`src/rtl/sd_blk_pkg.sv`:
```
// Shared types and constants for the SD block server.
package sd_blk_pkg;

  localparam int unsigned BLK_BYTES = 512;
  localparam int unsigned MAX_XFER  = 16384;
  localparam int unsigned BC_W      = 14;

  typedef enum logic [2:0] {
    StIdle,
    StAck,
    StRdMem,
    StRdPut,
    StWrGet,
    StWrMem,
    StDone
  } sd_srv_state_t;

  // Index of the last byte of a (cnt+1)-block transfer; the byte counter is
  // BC_W bits wide, so counts above 31 blocks wrap.
  function automatic logic [BC_W-1:0] last_bc(input logic [5:0] cnt);
    return BC_W'({cnt, 9'h1ff});
  endfunction

endpackage

```
`src/rtl/sd_blk_rr_arb.sv`:
```
// Two-way round-robin arbiter. The pointer moves past the granted channel on
// every advance pulse, so a lone requester also hands priority to the other.
module sd_blk_rr_arb (
  input  logic       CLK,
  input  logic       RESET_N,
  input  logic [1:0] req,
  input  logic       adv,
  output logic [1:0] gnt,
  output logic       idx
);

  logic ptr_q;

  // Pick the pointed-to channel on contention, otherwise the lone requester.
  always_comb begin
    idx = 1'b0;
    if (req[0] && (!req[1] || !ptr_q)) begin
      idx = 1'b0;
    end else if (req[1]) begin
      idx = 1'b1;
    end
    gnt = (|req) ? (2'b01 << idx) : 2'b00;
  end

  // Priority pointer flips to the channel that was not just granted.
  always_ff @(posedge CLK or negedge RESET_N) begin
    if (!RESET_N) begin
      ptr_q <= 1'b0;
    end else if (adv) begin
      ptr_q <= ~idx;
    end
  end

endmodule

```
`src/rtl/sd_blk_server.sv`:
```
// Responder end of the MiSTer SD block interface, backed by a byte-wide
// memory port. Optional write protect input enabled by SD_BLK_WP_EN.
module sd_blk_server
  import sd_blk_pkg::*;
#(
  parameter int unsigned MEM_AW   = 24,
  parameter logic [31:0] CAP_BLKS = 32'd2880
) (
  input  logic              CLK,
  input  logic              RESET_N,
`ifdef SD_BLK_WP_EN
  input  logic [1:0]        wp,
`endif
  input  logic [31:0]       sd_lba       [2],
  input  logic [5:0]        sd_blk_cnt   [2],
  input  logic [1:0]        sd_rd,
  input  logic [1:0]        sd_wr,
  output logic [1:0]        sd_ack,
  output logic [8:0]        sd_buff_addr,
  output logic [7:0]        sd_buff_dout,
  input  logic [7:0]        sd_buff_din  [2],
  output logic              sd_buff_wr,
  output logic [MEM_AW-1:0] mem_addr,
  output logic              mem_rd,
  output logic              mem_wr,
  output logic [7:0]        mem_wdata,
  input  logic [7:0]        mem_rdata,
  input  logic              mem_ready
);

  sd_srv_state_t   state_q;
  logic            ch_q;
  logic            op_rd_q;
  logic [31:0]     lba_q;
  logic [5:0]      cnt_q;
  logic [BC_W-1:0] bc_q;
  logic            wg_q;

  logic [1:0]      req;
  logic [1:0]      arb_gnt;
  logic            arb_idx;
  logic            arb_adv;
  logic [BC_W-1:0] bc_inc;
  logic [32:0]     blk_cur;
  logic [32:0]     blk_next;
  logic            oor_cur;
  logic            oor_next;
  logic            wp_ch;

  assign req     = sd_rd | sd_wr;
  assign arb_adv = (state_q == StIdle) && (|req);

  sd_blk_rr_arb u_arb (
    .CLK     (CLK),
    .RESET_N (RESET_N),
    .req     (req),
    .adv     (arb_adv),
    .gnt     (arb_gnt),
    .idx     (arb_idx)
  );

  // Block index for the current and the following byte; 33 bits so a huge
  // LBA cannot wrap back into range.
  always_comb begin
    bc_inc   = bc_q + BC_W'(1);
    blk_cur  = {1'b0, lba_q} + 33'(bc_q[13:9]);
    blk_next = {1'b0, lba_q} + 33'(bc_inc[13:9]);
    oor_cur  = blk_cur >= {1'b0, CAP_BLKS};
    oor_next = blk_next >= {1'b0, CAP_BLKS};
  end

`ifdef SD_BLK_WP_EN
  assign wp_ch = wp[ch_q];
`else
  assign wp_ch = 1'b0;
`endif

  assign mem_addr     = MEM_AW'({blk_cur[31:0], bc_q[8:0]});
  assign sd_buff_addr = bc_q[8:0];

  // Transfer sequencer with registered handshake outputs.
  always_ff @(posedge CLK or negedge RESET_N) begin
    if (!RESET_N) begin
      state_q      <= StIdle;
      ch_q         <= 1'b0;
      op_rd_q      <= 1'b0;
      lba_q        <= '0;
      cnt_q        <= '0;
      bc_q         <= '0;
      wg_q         <= 1'b0;
      sd_ack       <= '0;
      sd_buff_dout <= '0;
      sd_buff_wr   <= 1'b0;
      mem_rd       <= 1'b0;
      mem_wr       <= 1'b0;
      mem_wdata    <= '0;
    end else begin
      sd_buff_wr <= 1'b0;
      case (state_q)
        StIdle: begin
          if (|req) begin
            ch_q    <= arb_idx;
            // Read wins when a channel raises both rd and wr.
            op_rd_q <= |(sd_rd & arb_gnt);
            lba_q   <= sd_lba[arb_idx];
            cnt_q   <= sd_blk_cnt[arb_idx];
            // Cleared at grant so the range check is valid during ACK.
            bc_q    <= '0;
            wg_q    <= 1'b0;
            state_q <= StAck;
          end
        end
        StAck: begin
          sd_ack[ch_q] <= 1'b1;
          if (op_rd_q) begin
            mem_rd  <= !oor_cur;
            state_q <= StRdMem;
          end else begin
            state_q <= StWrGet;
          end
        end
        StRdMem: begin
          // mem_rd low here means the block is out of range: return zeros.
          if (!mem_rd || mem_ready) begin
            sd_buff_dout <= mem_rd ? mem_rdata : 8'h00;
            mem_rd       <= 1'b0;
            sd_buff_wr   <= 1'b1;
            state_q      <= StRdPut;
          end
        end
        StRdPut: begin
          bc_q <= bc_inc;
          if (bc_q == last_bc(cnt_q)) begin
            state_q <= StDone;
          end else begin
            mem_rd  <= !oor_next;
            state_q <= StRdMem;
          end
        end
        StWrGet: begin
          // First cycle presents the address, second captures buffer data.
          if (!wg_q) begin
            wg_q <= 1'b1;
          end else begin
            wg_q      <= 1'b0;
            mem_wdata <= sd_buff_din[ch_q];
            mem_wr    <= !oor_cur && !wp_ch;
            state_q   <= StWrMem;
          end
        end
        StWrMem: begin
          if (!mem_wr || mem_ready) begin
            mem_wr  <= 1'b0;
            bc_q    <= bc_inc;
            state_q <= (bc_q == last_bc(cnt_q)) ? StDone : StWrGet;
          end
        end
        StDone: begin
          sd_ack  <= '0;
          state_q <= StIdle;
        end
        default: state_q <= StIdle;
      endcase
    end
  end

endmodule

```
`config.mk`:
```
export PLATFORM = sky130hd
export DESIGN_NAME = sd_blk_server
export DESIGN_NICKNAME = d
export VERILOG_FILES = /design/src/rtl/sd_blk_pkg.sv /design/src/rtl/sd_blk_rr_arb.sv /design/src/rtl/sd_blk_server.sv
export SDC_FILE = /design/constraint.sdc
export NUM_CORES = 1
export LEC_CHECK = 0
export BUFFER_PORTS_ARGS = -buffer_cell sky130_fd_sc_hd__buf_2
export CAP_MARGIN = 20
export CORE_MARGIN = 2
export CORE_UTILIZATION = 43
export CTS_CLUSTER_DIAMETER = 100
export DETAILED_ROUTE_END_ITERATION = 16
export PLACE_DENSITY = 0.67
export RECOVER_POWER = 50
export SYNTH_ARGS = -nofsm -noshare
export SYNTH_HDL_FRONTEND = slang
export SYNTH_SLANG_ARGS = --single-unit
```
`constraint.sdc`:
```
create_clock -name CLK -period 7.45 [get_ports CLK]
set_input_delay 0.745 -clock CLK [delete_from_list [all_inputs] [get_ports CLK]]
set_output_delay 0.745 -clock CLK [all_outputs]
set_load 0.01 [all_outputs]
```
[After elaboration in Yosys (flattened, before gate mapping)]
Index checks and enable logic that the tools add are counted.
Storage, ports and cells
  flip-flop bits (word level): 79
  bits of input ports: 107
  output and inout bits: 54
  logic and storage cells: 110
Cells by class
  add/sub/neg operators: 3
  order comparisons: 6
  equality and inequality tests: 13
  shifts and indexed selects: 1
  muxes and demuxes: 39
  bitwise operators: 6
  reduce and logical (&&, ||, !) cells: 28
Operators with widths (number)
  $mux 32: 3
  $add 32x5->33: 2
  $ge 33x12->1 const B: 2
  $pmux 14 s3: 1
  $mux 8: 4
  $mux 14: 2
  $mux 3: 6
  $pmux 3 s6: 1
  $mux 5: 3
  $add 14x1->14 const B: 1
  $eq 14x14->1: 1
  $mux 1: 12
  $ne 2x2->1 const B: 5
  $eq 3x3->1 const B: 3
  $reduce_and 2->1: 4
  $reduce_and 4->1: 2
  $eq 3x2->1 const B: 2
  $logic_not 1->1: 6
  $reduce_and 3->1: 2
  $reduce_bool 2->1: 3
  $reduce_bool 3->1: 2
  $ge 2x2->1 const B: 2
  $mux 2: 2
  $not 1->2: 2
  16 further kinds: 23

[Longest topological paths before layout]
  depth after elaboration: 9
  gate-level depth with buffers: 16
  depth with buffers taken out: 15

[By module]
Synthesis repeated with hierarchy kept, for this count alone.
Second synthesis, totals
  cells, all modules: 692
  area, all modules: 5844.4 µm²
By module, submodules not included
  sd_blk_server: times used 1, cells each 685, area each 5760.5 µm², sequential area each 1951.9 µm²
  sd_blk_rr_arb: times used 1, cells each 7, area each 83.8 µm², sequential area each 25.0 µm²

[Worst setup path before layout]
Ideal clock, no wire load.
  kind: flip-flop to flip-flop
  start point: register bc_q[3]
  end point: register mem_rd
  library setup time: 0.110 ns
  arrival: 3.358 ns
  data required time: 7.340 ns
  path slack: 3.982 ns
  stages on the path, launching flop included: 17
  path buffers: 1
  period minus slack after synthesis: 3.468 ns
  cell sequence: dfrtp_1 and4_1 nand3_1 or2_2 clkbuf_1 xnor2_1 ha_1 inv_1 fa_1 and3b_1 o22ai_1 nor4b_1 mux2i_1 o311ai_1 nor4b_1 a31oi_1 o41ai_1
Between the ends
  word-level cells in the longest chain between the ends: 6
  elaborated cells between the ends (all ways): 9
  those cells by class: add/sub (2); order compare (1); eq/ne (2); mux (2); reduce/logical (2)
Ends and longest elaborated chain
  from (decl): line sd_blk_server.sv:36  | logic [BC_W-1:0] bc_q;
  from (signal assigned): line sd_blk_server.sv:132  | bc_q <= bc_inc;
  from (signal assigned): line sd_blk_server.sv:154  | bc_q <= bc_inc;
  $add 14x1->14: line sd_blk_server.sv:65  | bc_inc = bc_q + BC_W'(1);
  $add 32x5->33: line sd_blk_server.sv:67  | blk_next = {1'b0, lba_q} + 33'(bc_inc[13:9]);
  $ge 33x12->1: line sd_blk_server.sv:69  | oor_next = blk_next >= {1'b0, CAP_BLKS};
  $logic_not 1->1: line sd_blk_server.sv:136  | mem_rd <= !oor_next;
  $mux 1: line sd_blk_server.sv:133  | if (bc_q == last_bc(cnt_q)) begin
  $pmux 1 s3: line sd_blk_server.sv:99  | case (state_q)
  to (signal assigned): line sd_blk_server.sv:116  | mem_rd <= !oor_cur;
  to (signal assigned): line sd_blk_server.sv:136
  to (decl): line sd_blk_server.sv:24  | output logic mem_rd,
Several ways; a longest one is shown, not always the timed one. The select of a mux whose other input is x is not followed.
A chain may end at the register's enable or synchronous reset.

==> impl_metrics.py <==
metrics = {
    "setup_path": {
        "cp-start-kind": "primary input",
        "crit_family": "buffers and inverters",
        "rr_worst_depth": 14,
        "crit_type": "primary input to async pin",
        "crit_path_frequent_cell": "clkbuf_1",
        "worstPathMaxFanout": 60,
        "crit_buf_inv": 2,
        "critPathMaxStageDelay_ps": 2310,
        "crit_arrival_ps": 3910,
        "end_kind": "async pin",
        "cp_num_cells": 2,
        "worst_ep_required_time_ps": 7190,
        "critPathSlowestCell": "clkbuf_1",
        "path_cells": "clkbuf_1 > clkbuf_1",
    },
    "logic_synthesis": {
        "syn_area_per_cell_um2": 8.48,
        "yosysTopAreaCellShare": 0.332,
        "syn_inst": 702,
        "synth_warnings": 0,
        "synth_xor_area_frac": 0.0529,
        "synthSimpleGateAreaFrac": 0.232,
        "post_synth_main_area_contributors": "dfrtp_1 (33%), mux2i_1 (9.4%), nor2_1 (5.5%)",
        "async_flop_share": 1.00,
        "syn-cell-area_um2": 5960,
        "yosysMostFrequentCell": "nor2_1",
        "synth_fp_nets": 823,
        "synth_mux_area_frac": 0.0998,
        "synth_edf_count": 0,
        "synth_fa_ha_area_frac": 0.0319,
        "synth_compound_area_frac": 0.166,
        "synth_top_family_by_area": "simple AND/OR/NAND/NOR gates",
        "yosysUniqueCellTypes": 78,
        "seq_area_frac_synth": 0.332,
        "ys.flop_type": "dfrtp_1",
        "synth_top_cell_by_area": "dfrtp_1",
        "synth-seq-cells": 79,
        "ys_top_cells_by_count": "nor2_1 (87), dfrtp_1 (79), a21oi_1 (62)",
    },
    "timing": {
        "worst-slew-pin-transition_ps": 3200,
        "finalCritPeriodShare": 0.559,
        "hold_viol": 0,
        "slew_violations": 61,
        "rsz0062_at_grt": "false",
        "hold-worst-slack_ps": 483,
        "skew_ps": 7.14,
        "setup_ws_ps": 3280,
        "setup_violations": 0,
        "finalCriticalPeriod_ps": 4170,
        "fin_setup_tns_ps": 0,
        "fmax_mhz": 240,
        "max-slew-margin-rel": -1.13,
    },
    "global_route": {
        "grt_max_degree": 80,
        "grt_pass1_vias": 4983,
        "grt_pass1_wl_mm": 24.5,
        "antenna_found_initial": 0,
        "gr-total-overflow": 0,
        "grtUsageTotal": 0.210,
    },
    "cells_and_area": {
        "nFillCells": 1397,
        "syn2layout_area_growth_pct": 15.4,
        "fin_nets": 927,
        "drive_gt1_frac": 0.217,
        "n_antenna_cell": 0,
    },
    "floorplan": {
        "initial_core_util": 0.434,
        "ios": 161,
        "core_region_area_um2": 13700,
        "dieArea_um2": 14800,
        "rows": 43,
        "fp.dieW_um": 122,
        "die_y_um": 122,
    },
    "place": {
        "hpwl_mm": 11.3,
        "dp_slack_ps": 3460,
        "portBuffers": 158,
        "place_congestion": 0.925,
    },
    "cts": {
        "cts-buffers-inserted": 9,
        "h-tree-depth": 3,
        "clk_latency_ps": 350,
        "cts_resized": 0,
        "cts_buffer_depth": 2,
        "postCtsSetupBuffers": 0,
        "cts_num_sinks": 79,
        "path_clk_slew_ps": 60,
        "cts_tree": "built",
        "root_buffer": "clkbuf_16",
        "holdBufCountCts": 0,
    },
    "routing": {
        "drt-initial-drc-count": 458,
        "via_count": 5507,
        "ant_nets": 0,
        "routedWlPerCell_um": 15.7,
        "first_pass_iters": 6,
        "drc_errors": 0,
        "via_per_inst": 5.56,
        "postRouteWirelength_mm": 15.6,
    },
    "power_and_ir_drop": {
        "p_leak_nw": 2.95,
        "peakVddDrop_mv": 0.165,
        "power.density_nw_per_um2": 170,
    },
    "hold_path": {
        "min_path_type": "flop to flop",
        "min_path_cells": 2,
    },
    "outcome": {
        "status": "complete, but fails checks",
        "violations": "max-capacitance violations, max-slew violations",
    },
    "run": {
        "drv_cap": 1,
    },
}
==> report_power, final <==
group	switching, mW	internal, mW	leakage, nW
clock network	0.189	0.301	0.162
registers	0.0490	0.449	0.944
logic	0.0927	0.0856	1.84
==> per-stage QoR <==
step	total power, mW	utilization	instances	cell area, um^2
2_1_floorplan	0.623	-	702	5960
3_3_place_gp	0.682	0.480	974	6580
3_5_place_dp	0.685	0.480	974	6580
4_1_cts	1.18	0.503	990	6900
5_1_grt	1.22	0.501	991	6870
6_report	1.17	0.501	991	6870
==> final timing paths <==
path                                        startpoint                           to  slack [ps]
max                                            RESET_N        lba_q[27]$_DFFE_PN0P_        3280
min                        sd_buff_dout[6]$_DFFE_PN0P_  sd_buff_dout[6]$_DFFE_PN0P_         480
max reg2reg                        bc_q[3]$_DFFE_PN0P_           mem_rd$_DFFE_PN0P_        3400
min reg2reg                sd_buff_dout[6]$_DFFE_PN0P_  sd_buff_dout[6]$_DFFE_PN0P_         480
max in group CLK                   bc_q[3]$_DFFE_PN0P_           mem_rd$_DFFE_PN0P_        3400
min in group asynchronous                      RESET_N         lba_q[2]$_DFFE_PN0P_         580
==> layout by cell type (no fill, tap or decap), types with 7 or more instances in the layout <==
cell	instances
buf_2	133
nor2_1	87
dfrtp_1	79
a21oi_1	62
nand2_1	58
mux2i_1	56
clkbuf_1	26
o21ai_0	24
nand3_1	23
xnor2_1	21
inv_1	20
nand4_1	19
nor4_1	16
xor2_1	15
ha_1	12
and3_1	9
nor3_1	9
clkbuf_16	9
o211ai_1	7
==> state kept, by name, summed over array words and instances (netlist names) <==
register      flops
lba_q            32
bc_q             14
mem_wdata         8
sd_buff_dout      8
cnt_q             5
state_q           3
sd_ack            2
ch_q              1
mem_rd            1
mem_wr            1
op_rd_q           1
sd_buff_wr        1
u_arb.ptr_q       1
wg_q              1
==> tightest hold or removal path, cell delays in order (launching register included) <==
cell and delay (ps):
dfrtp_1 340, nand2_1 50, o21ai_0 60
==> logic make-up (layout without fill, tap and decap cells) <==
group | Yosys count | after routing
muxes | 59 | 59
xor gates and xnor gates | 36 | 36
adders and majority gates | 14 | 14
and+or+nand+nor | 271 | 271
DFF | 79 | 79
AOI/OAI and AO/OA | 154 | 154
buffers and inverters | 89 | 198
==> routing by layer <==
layer	up-vias	global-route usage	wire, um
li1	2716	-	-
met1	2556	0.268	6680
met2	204	0.348	7460
met3	31	0.0538	1060
met4	0	0.0654	354
met5	-	0	0
==> cell type report <==
type | count | area [um^2] | share of cell area
Clock inverter | 6 | 83.8 | 0.0122
Clock buffer | 10 | 239 | 0.0348
Inverter | 20 | 75.1 | 0.0109
Tap cell | 180 | 225 | 0.0328
Timing Repair Buffer | 162 | 786 | 0.114
Multi-Input combinational cell | 534 | 3490 | 0.507
Sequential cell | 79 | 1980 | 0.288
(Power assumes the default switching activity.)
